[config.mk]
export PLATFORM = sky130hd
export DESIGN_NAME = multu_hilo
export DESIGN_NICKNAME = d
export VERILOG_FILES = /design/src/rtl/multu_hilo_pkg.sv /design/src/rtl/multu_hilo_step_adder.sv /design/src/rtl/multu_hilo.sv
export SDC_FILE = /design/constraint.sdc
export NUM_CORES = 1
export LEC_CHECK = 0
export BUFFER_PORTS_ARGS = -buffer_cell sky130_fd_sc_hd__buf_2
export CAP_MARGIN = 10
export CORE_UTILIZATION = 30
export DETAILED_ROUTE_END_ITERATION = 10
export HOLD_SLACK_MARGIN = 0.1
export PLACE_DENSITY_LB_ADDON = 0.25
export SKIP_LAST_GASP = 1
export SLEW_MARGIN = 20
export SYNTH_ARGS = -nofsm -noshare
export SYNTH_HDL_FRONTEND = slang
export SYNTH_HIERARCHICAL = 1
export SYNTH_SLANG_ARGS = --single-unit
[constraint.sdc]
create_clock -name clk -period 7.43 [get_ports clk]
set_clock_uncertainty 0.2 [all_clocks]
set_input_delay 1.8575 -clock clk [delete_from_list [all_inputs] [get_ports clk]]
set_output_delay 1.8575 -clock clk [all_outputs]
set_load 0.005 [all_outputs]
[src/rtl/multu_hilo_pkg.sv]
// Shared definitions for the Hi/Lo multiplier and the datapath output mux:
// operand width and the 6-bit funct codes both blocks decode.
package multu_hilo_pkg;

    localparam int WORD_WIDTH = 32;

    // Hi/Lo group
    localparam logic [5:0] FUNCT_MFHI  = 6'b010000;
    localparam logic [5:0] FUNCT_MTHI  = 6'b010001;
    localparam logic [5:0] FUNCT_MFLO  = 6'b010010;
    localparam logic [5:0] FUNCT_MTLO  = 6'b010011;
    localparam logic [5:0] FUNCT_MULTU = 6'b011001;

    // ALU group
    localparam logic [5:0] FUNCT_ADD   = 6'b100000;
    localparam logic [5:0] FUNCT_ADDU  = 6'b100001;
    localparam logic [5:0] FUNCT_SUB   = 6'b100010;
    localparam logic [5:0] FUNCT_SUBU  = 6'b100011;
    localparam logic [5:0] FUNCT_AND   = 6'b100100;
    localparam logic [5:0] FUNCT_OR    = 6'b100101;
    localparam logic [5:0] FUNCT_XOR   = 6'b100110;
    localparam logic [5:0] FUNCT_NOR   = 6'b100111;
    localparam logic [5:0] FUNCT_SLT   = 6'b101010;
    localparam logic [5:0] FUNCT_SLTU  = 6'b101011;

    // Shift group
    localparam logic [5:0] FUNCT_SLL   = 6'b000000;
    localparam logic [5:0] FUNCT_SRL   = 6'b000010;
    localparam logic [5:0] FUNCT_SRA   = 6'b000011;
    localparam logic [5:0] FUNCT_SLLV  = 6'b000100;
    localparam logic [5:0] FUNCT_SRLV  = 6'b000110;
    localparam logic [5:0] FUNCT_SRAV  = 6'b000111;

    function automatic logic is_hilo_write(input logic [5:0] funct);
        return (funct == FUNCT_MULTU) || (funct == FUNCT_MTHI) || (funct == FUNCT_MTLO);
    endfunction

endpackage

[src/rtl/multu_hilo_step_adder.sv]
// One shift-add step: (W+1)-bit conditional add of the multiplicand onto the
// upper product half, keeping the carry for the following right shift.
module mul_step_adder
    import multu_hilo_pkg::*;
#(
    parameter int WIDTH = WORD_WIDTH
) (
    input  logic [WIDTH:0]   upper,
    input  logic [WIDTH-1:0] addend,
    input  logic             add_en,
    output logic [WIDTH:0]   sum
);

    always_comb begin
        sum = upper;
        if (add_en) begin
            sum = upper + {1'b0, addend};
        end
    end

endmodule

[src/rtl/multu_hilo.sv]
// Sequential unsigned shift-add multiplier owning the architectural Hi/Lo pair;
// also services MTHI/MTLO writes when no multiply is in flight.
module multu_hilo
    import multu_hilo_pkg::*;
#(
    parameter int WIDTH = WORD_WIDTH
) (
    input  logic             clk,
    input  logic             rst,
    input  logic             start,
    input  logic [5:0]       Signal,
    input  logic [WIDTH-1:0] dataA,
    input  logic [WIDTH-1:0] dataB,
    output logic [WIDTH-1:0] HiOut,
    output logic [WIDTH-1:0] LoOut,
    output logic             busy,
    output logic             done
);

    localparam int CNT_W = (WIDTH > 1) ? $clog2(WIDTH) : 1;

    typedef enum logic [1:0] {
        IDLE = 2'd0,
        RUN  = 2'd1,
        DONE = 2'd2
    } state_t;

    state_t             state;
    state_t             state_next;
    logic [WIDTH-1:0]   mcand;
    logic [2*WIDTH:0]   prod;
    logic [2*WIDTH:0]   prod_next;
    logic [WIDTH:0]     step_sum;
    logic [CNT_W-1:0]   counter;
    logic               accept;
    logic               cmd_multu;
    logic               cmd_mthi;
    logic               cmd_mtlo;
    logic               last_iter;

    // Commands are only honoured outside RUN; a strobe during a multiply is dropped.
    assign accept    = start && (state != RUN) && is_hilo_write(Signal);
    assign cmd_multu = accept && (Signal == FUNCT_MULTU);
    assign cmd_mthi  = accept && (Signal == FUNCT_MTHI);
    assign cmd_mtlo  = accept && (Signal == FUNCT_MTLO);
    assign last_iter = (state == RUN) && (counter == CNT_W'(WIDTH - 1));

    mul_step_adder #(
        .WIDTH (WIDTH)
    ) u_step_adder (
        .upper  (prod[2*WIDTH:WIDTH]),
        .addend (mcand),
        .add_en (prod[0]),
        .sum    (step_sum)
    );

    assign prod_next = {1'b0, step_sum, prod[WIDTH-1:1]};

    always_ff @(posedge clk or posedge rst) begin
        if (rst) begin
            state <= IDLE;
        end else begin
            state <= state_next;
        end
    end

    always_comb begin
        state_next = state;
        busy       = 1'b0;
        done       = 1'b0;
        case (state)
            IDLE, DONE: begin
                state_next = cmd_multu ? RUN : IDLE;
            end
            RUN: begin
                if (last_iter) begin
                    state_next = DONE;
                end
            end
            default: begin
                state_next = IDLE;
            end
        endcase
        busy = (state == RUN);
        done = (state == DONE);
    end

    // Hi/Lo only move on completion or an explicit move; the product lives in prod until then.
    always_ff @(posedge clk or posedge rst) begin
        if (rst) begin
            mcand   <= '0;
            prod    <= '0;
            counter <= '0;
            HiOut   <= '0;
            LoOut   <= '0;
        end else begin
            if (cmd_multu) begin
                mcand   <= dataA;
                prod    <= {1'b0, {WIDTH{1'b0}}, dataB};
                counter <= '0;
            end else if (state == RUN) begin
                prod    <= prod_next;
                counter <= counter + 1'b1;
                if (last_iter) begin
                    HiOut <= prod_next[2*WIDTH-1:WIDTH];
                    LoOut <= prod_next[WIDTH-1:0];
                end
            end
            if (cmd_mthi) begin
                HiOut <= dataA;
            end
            if (cmd_mtlo) begin
                LoOut <= dataA;
            end
        end
    end

endmodule
Word level (Yosys, flattened, before mapping)
Index checks and enable logic that the tools add are counted.
- input port bits: 73
- register bits after elaboration: 168
- word-level logic and storage cells: 51
- muxes and demuxes: 16
- equal/unequal tests: 10
- reductions and logical operators: 17
- add/subtract/negate cells: 2
- operators by type and width (kind ; number):
    32-bit two-way mux ; 8
    65-bit two-way mux ; 2
    33-bit by 32-bit adder with 33-bit output ; 1
    33-bit two-way mux ; 1
    6-bit by 5-bit equality test with 1-bit output, second input constant ; 3
    5-bit two-way mux ; 2
    2-bit nonzero test ; 5
    2-bit by 1-bit != test with 1-bit output, second input constant ; 4
    1-bit logical AND ; 6
    3-bit AND reduction ; 2
    5-bit by 1-bit adder with 5-bit output, second input constant ; 1
    5-bit equality test, second input constant ; 1
    2-bit case mux with 2 select lines ; 1
    2-bit by 1-bit equality test with 1-bit output, second input constant ; 1
    2-bit equality test, second input constant ; 1
    2-bit logical NOT ; 1
    1-bit logical OR ; 2
    2-bit two-way mux ; 1
    2-bit OR reduction ; 1
    1-bit two-way mux ; 1

Logic depth before layout (Yosys ltp)
Gate-level depths: netlist (run 1).
- depth after elaboration: 7
- gate-level depth with buffers: 12
- mapped depth without buffers: 12

Modules after synthesis
Netlist (run 1), hierarchy kept.
- by module, submodules not included (module ; area each (um2) ; seq. area each (um2) ; cells an instance ; instances):
    multu_hilo ; 7554.7 ; 4179.0 ; 669 ; 1
    mul_step_adder ; 2128.3 ; 0.0 ; 289 ; 1

Worst setup path after synthesis (run 1)
No wires, ideal clock.
- path kind: input -> register
- start: in start
- end: reg mcand[20]
- library setup time: 0.125 ns
- required time: 7.105 ns
- slack: 4.113 ns
- path buffers: 2
- arrival time: 2.992 ns
- stages on the path: 5
- cell sequence: buf_2 nand3b_1 nor3_4 buf_6 mux2_2
- word-level cells in the longest chain between the ends: 3
- RTL lines (what ; RTL line ; RTL):
    start: declaration ; multu_hilo.sv:10 ; input logic start,
    1-bit logical AND (2 in a row) ; multu_hilo.sv:42 ; assign accept = start && (state != RUN) && is_hilo_write(Signal);
    1-bit logical AND ; multu_hilo.sv:43 ; assign cmd_multu = accept && (Signal == FUNCT_MULTU);
    end signal: assignment ; multu_hilo.sv:98 ; mcand <= dataA;
    end: declaration ; multu_hilo.sv:30 ; logic [WIDTH-1:0] mcand;
Every way passes these cells.
A chain may end at the register's enable or synchronous reset.

Worst setup path after layout (run 1)
- start: reg prod[40]
- end: reg HiOut[24]
- word-level cells in the longest chain between the ends: 6
- RTL lines (what ; RTL line ; RTL):
    start: declaration ; multu_hilo.sv:31 ; logic [2*WIDTH:0] prod;
    start signal: assignment ; multu_hilo.sv:99 ; prod <= {1'b0, {WIDTH{1'b0}}, dataB};
    start signal: assignment ; multu_hilo.sv:102 ; prod <= prod_next;
    33-bit by 32-bit adder with 33-bit output ; multu_hilo_step_adder.sv:17 ; sum = upper + {1'b0, addend};
    33-bit two-way mux ; multu_hilo_step_adder.sv:16 ; if (add_en) begin
    named net step_sum[25] ; multu_hilo.sv:33 ; logic [WIDTH:0] step_sum;
    32-bit two-way mux ; multu_hilo.sv:104 ; if (last_iter) begin
    32-bit two-way mux ; multu_hilo.sv:101 ; end else if (state == RUN) begin
    32-bit two-way mux ; multu_hilo.sv:97 ; if (cmd_multu) begin
    32-bit two-way mux ; multu_hilo.sv:109 ; if (cmd_mthi) begin
    end signal: assignment ; multu_hilo.sv:105 ; HiOut <= prod_next[2*WIDTH-1:WIDTH];
    end signal: assignment ; multu_hilo.sv:110 ; HiOut <= dataA;
    end: declaration ; multu_hilo.sv:14 ; output logic [WIDTH-1:0] HiOut,
The timed path passes the listed nets, and every way through them passes these cells. The select of a mux whose other input is x is not followed.

==> results.cfg, run 1 <==
[status]
status = finished, final reports clean

[placement]
placed_cell_area_um2 = 10700
dpl.cell_count = 1444
gp_congestion = 0.810
io_buffers = 138
hpwl_um = 19600
place_ws_ps = 3460

[route]
route.detailed.drc = 0
vias = 7534
avgViaCountPerCell = 5.10
drt-pass1-iter-count = 5
drt_wl_total_um = 27300
antenna_left = 0
routedWlPerCell_um = 18.5
initialDrtViolationCount = 460

[sta]
tightestPinTransition_ps = 1090
drv_slew = 0
setup_ws_ps = 3860
hold_violations = 0
grt_setup_unrepaired = no
maxSlewHeadroom = 0.268
finalSetupTns_ps = 0
holdWs_ps = 293
min_period_ps = 3570
min_period_over_period = 0.480
timing.fmax_mhz = 280
finalSetupViolations = 0

[worst_setup_path]
crit_top_cell = mux2i_1
worstSetupStartpoint = prod[40]
max_stage_delay_ps = 580
crit_path_end_kind = register
worstPathCellList = ha_1 -> a21oi_1 -> nand2_1 -> nor4_1 -> o21ai_0 -> a31oi_1 -> o31ai_1 -> xor2_1 -> mux2_2 -> mux2i_1 -> mux2i_1
cp_max_fo = 5
slowest_stage = nor4_1
startpoint_type = register
crit_type = register to register
worstPathRequired_ps = 7520
crit_arrival_ps = 3660
worstReg2RegStart = prod[40]

[layout]
final_util = 0.356
fillers = 3208
drive_gt1_frac = 0.246
layout.nets = 1169
area_growth_pct = 16.3
n_antenna_cell = 0
fin_area_um2 = 11300
finalNonFillerCells = 1476

[cts]
post_cts_buffers = 0
cts_resized = 0
h-tree-depth = 4
clockBufferDepth = 2
root_buffer = clkbuf_16
clkTransAtPathRegs_ps = 60
numCtsBuffers = 17
cts_tree = yes
clock-sinks = 167
clock_latency_ps = 440
cts_hold_buf = 0

[die]
ios = 139
initial_core_util = 0.306
die_height_um = 182
core-area_um2 = 31600
die_area_um2 = 33000
die_w_um = 182
rows = 65

[flow_run]
cap_violations = 0

[global_routing]
grt_usage = 0.168
antenna_found_initial = 0
overflow = 0
first_global_vias = 7241
grt_pass1_wl_um = 42700
grt_max_degree = 89

[yosys]
synth_top_area_frac = 0.432
yosysMostFrequentCell = dfrtp_1
synth_area_per_cell_um2 = 10.1
syn-num-nets = 1066
syn_inst = 958
ys_ff_latch = 167
synth_flop_cell = dfrtp_1
yosys.area.top_type = dfrtp_1
synth_commonest_cells = dfrtp_1 (167), mux2i_1 (117), nand2_1 (86), o21ai_0 (86), mux2_2 (66)
syn-cell-area_um2 = 9680
synthArstFlopShare = 1.00
synth_enable_flop_cells = 0
yosysWarnings = 6
synth.distinct_cells = 61
synth_area_leaders = dfrtp_1 (43%), mux2i_1 (12%), mux2_2 (7.7%)
seq_area_frac_synth = 0.432

[pwr]
p_total_mw = 3.53
ir_drop_uv = 185
powerDensity_nw_per_um2 = 314
power_leakage_nw = 5.71

[worst_hold_path]
hold_class = register to register
hp-start = counter[3]
area by class of cell:
class                           count  area, um2  area share
Multi-Input combinational cell    682       5030       0.446
Inverter                           41        159      0.0141
Tap cell                          402        503      0.0447
Clock buffer                       19        433      0.0384
Sequential cell                   167       4180       0.371
Timing Repair Buffer              152        796      0.0707
Clock inverter                     13        166      0.0148
worst max-delay path, delay by kind of cell (launching register included):
kind | cells | cell delay (ps)
compound gates | 4 | 1100
simple gates | 2 | 670
mux | 3 | 520
flops | 1 | 400
fa+ha+maj | 1 | 390
xor+xnor | 1 | 160
registers in the layout, summed over array words and instances (netlist names):
register and cells:
HiOut 32, state 2, LoOut 32, prod 64, counter 5, mcand 32
layout by cell type (no fill, tap or decap), types with 3 or more instances in the layout:
master and instances:
xor2_1 10, a31oi_1 18, a21oi_1 54, nor2b_1 6, dfrtp_1 167, nand2_1 86, clkbuf_16 17, o31ai_1 5
or3_1 3, o211ai_1 6, nor4_1 3, buf_4 14, nand3_1 7, nor2_1 49, nand3b_1 5, a41oi_1 18
ha_1 34, mux2_2 66, xnor2_1 17, and3_1 3, o21bai_1 6, inv_1 39, o21a_1 6, o21ai_0 86
nand4_1 24, a21o_1 14, mux2i_1 117, nor3_1 3, inv_6 4, buf_2 138, inv_8 3
cell families (layout without fill, tap and decap cells):
family,count (synthesis),count (layout),share of synthesized area
adder cells (fa/ha/maj),35,35,0.0460
AND/OR/NAND/NOR,206,206,0.103
other,1,1,0.000387
buffers and inverters,109,225,0.0513
AO/OA/AOI/OAI,228,228,0.144
flip-flops,167,167,0.432
XOR/XNOR,27,27,0.0244
multiplexers,185,185,0.200
routing by layer:
| layer | part of all wire | wire length (um) | GRT usage |
|---|---|---|---|
| met5 | 0 | 0 | 0 |
| met2 | 0.44 | 12000 | 0.252 |
| met1 | 0.50 | 13800 | 0.251 |
| met3 | 0.044 | 1200 | 0.0257 |
| met4 | 0.010 | 286 | 0.0410 |
power breakdown:
| group | internal, mW | switching (mW) |
|---|---|---|
| clock network | 0.509 | 0.408 |
| logic | 0.534 | 0.710 |
| registers | 1.14 | 0.229 |
| total | 2.19 | 1.35 |
worst paths after layout:
path                                   end  slack (ps)  cells past startpoint
worst max-delay path             HiOut[24]        3860                     11
worst min-delay path            counter[3]         290                      1
worst max register to register   HiOut[24]        3860                     11
worst min register to register  counter[3]         290                      1
max in group asynchronous         prod[62]        4620                      3
min in group asynchronous         LoOut[7]        1160                      2
No activity file was read; power rests on OpenSTA's default activity.
==> run 2, diff against run 1 <==
- clock period: 7.43 -> 3.55 ns (I/O delays scaled with it)
==> run 2 against run 1 <==
  * Utilization is 0.67 points higher
  * Maximum frequency grew 4.2%
  * Via count increased by 1.4%
  * Power grew 110%
  * Sequential power up 110%
  * Combinational power increased by 120%
  * First-iteration DRC count shrank 13%
  * Register-to-register slack got worse by 3700 ps
  * Worst setup slack worse by 3700 ps
  * Cell count increased by 1.1%
  * Non-clock buffer count is 16 higher
  * Largest cell class unchanged
  * Highest routed layer unchanged
==> results.cfg, run 2 (synthesized netlist as in run 1, its figures left out) <==
[layout]
layout_commonest_cell = dfrtp_1
area_growth_pct = 18.5
layout_common_cells = dfrtp_1 (167), buf_2 (138), mux2i_1 (117)
drive_gt1_frac = 0.261
n_antenna_cell = 0
largest-register = prod
ff_latch_area_um2 = 4180
multi_input_area_um2 = 5040
fillers = 3182
layout.nets = 1185
largest_reg_flops = 64
fin_area_um2 = 11500

[placement]
hpwl_um = 20600
placed_cell_area_um2 = 10900
io_buffers = 138
gp_congestion = 0.843

[worst_setup_path]
crit_type = register to register
worstPathCellList = ha_1 -> nand2_2 -> o21a_1 -> o31a_1 -> o2111ai_2 -> a41oi_2 -> or4b_1 -> a21oi_2 -> xor2_1 -> mux2_2 -> mux2_2
startpoint_type = register
max_stage_delay_ps = 550
crit_path_end_kind = register
r2r_cells = 11
cp_max_fo = 5
crit_arrival_ps = 3590
worstReg2RegEnd = HiOut[31]
worstPathRequired_ps = 3720
ff2ff_setup_slack_ps = 130
crit_family = compound AO/OA/AOI/OAI gates
slowest_stage = or4b_1
critPathBufInv = 0
worstReg2RegStart = prod[41]
crit_top_cell = mux2_2

[cts]
cts_tree = yes
cts_hold_buf = 0
clock-sinks = 167
h-tree-depth = 4
numCtsBuffers = 17
post_cts_buffers = 0
clock_latency_ps = 440
root_buffer = clkbuf_16
clkTransAtPathRegs_ps = 80
clockBufferDepth = 2

[worst_hold_path]
holdPathStages = 1
min_to = counter[3]
hp-start = counter[3]
hold_class = register to register

[route]
drt_wl_total_um = 28300
antenna_left = 0
route.detailed.drc = 0
drt-pass1-iter-count = 5
vias = 7639
avgViaCountPerCell = 5.12
routedWlPerCell_um = 18.9
initialDrtViolationCount = 402

[die]
die_height_um = 182
rows = 65
core-area_um2 = 31600
die_w_um = 182
die_area_um2 = 33000
ios = 139
initial_core_util = 0.306

[flow_run]
cap_violations = 0

[sta]
min_period_over_period = 0.964
drv_slew = 0
grt_setup_unrepaired = no
hold_violations = 0
holdWs_ps = 285
finalSetupTns_ps = 0
min_period_ps = 3420
timing.fmax_mhz = 292
tightestPinTransition_ps = 926
maxSlewHeadroom = 0.383
finalSetupViolations = 0

[status]
status = finished, final reports clean

[pwr]
ir_drop_uv = 378
power_leakage_nw = 5.81
powerDensity_nw_per_um2 = 654

[global_routing]
grt_max_degree = 87
grt_pass1_wl_um = 43900
grt_usage = 0.174
overflow = 0
first_global_vias = 7519
antenna_found_initial = 1
-- run 2: cell type report --
type | instances | share of cell area
Multi-Input combinational cell | 682 | 0.439
Tap cell | 402 | 0.0438
Timing Repair Buffer | 168 | 0.0874
Sequential cell | 167 | 0.364
Clock buffer | 18 | 0.0374
Inverter | 41 | 0.0137
Clock inverter | 14 | 0.0144
-- run 2: worst max-delay path by stage --
stage,startpoint,to,slack [ps],cells after the start
floorplan,rst,HiOut[0],340,1
global placement,prod[40],HiOut[24],170,11
detailed placement,prod[40],HiOut[24],8,11
CTS,prod[40],HiOut[24],10,11
global route,prod[41],HiOut[31],6,11
finish,prod[41],HiOut[31],130,11
-- run 2: report_power, final --
group / internal [mW] / switching, mW
combinational: 1.18 / 1.52
sequential: 2.39 / 0.487
clock: 1.06 / 0.866
-- run 2: repair_timing --
action / CTS / global route
endpoints found under the setup margin: 0 / 5
endpoints found under the hold margin: 0 / 0
resized for setup: 0 / 3
-- run 2: through the flow --
| step | utilization | instances | power [mW] | setup WS [ps] |
|---|---|---|---|---|
| global route | 0.363 | 1492 | 7.99 | 6.25 |
| detailed placement | 0.344 | 1460 | 5.59 | 8.08 |
| CTS | 0.362 | 1492 | 7.55 | 12.7 |
| global placement | 0.344 | 1460 | 5.55 | 169 |
| finish | 0.363 | 1492 | 7.50 | 128 |
| floorplan | - | 958 | 4.66 | 336 |
-- run 2: per-layer routing --
metal	routed length [um]	vias up	global-route usage
li1	-	3690	-
met1	14200	3758	0.255
met2	12700	177	0.270
met3	1100	14	0.0255
met4	253	0	0.0424
met5	0	-	0
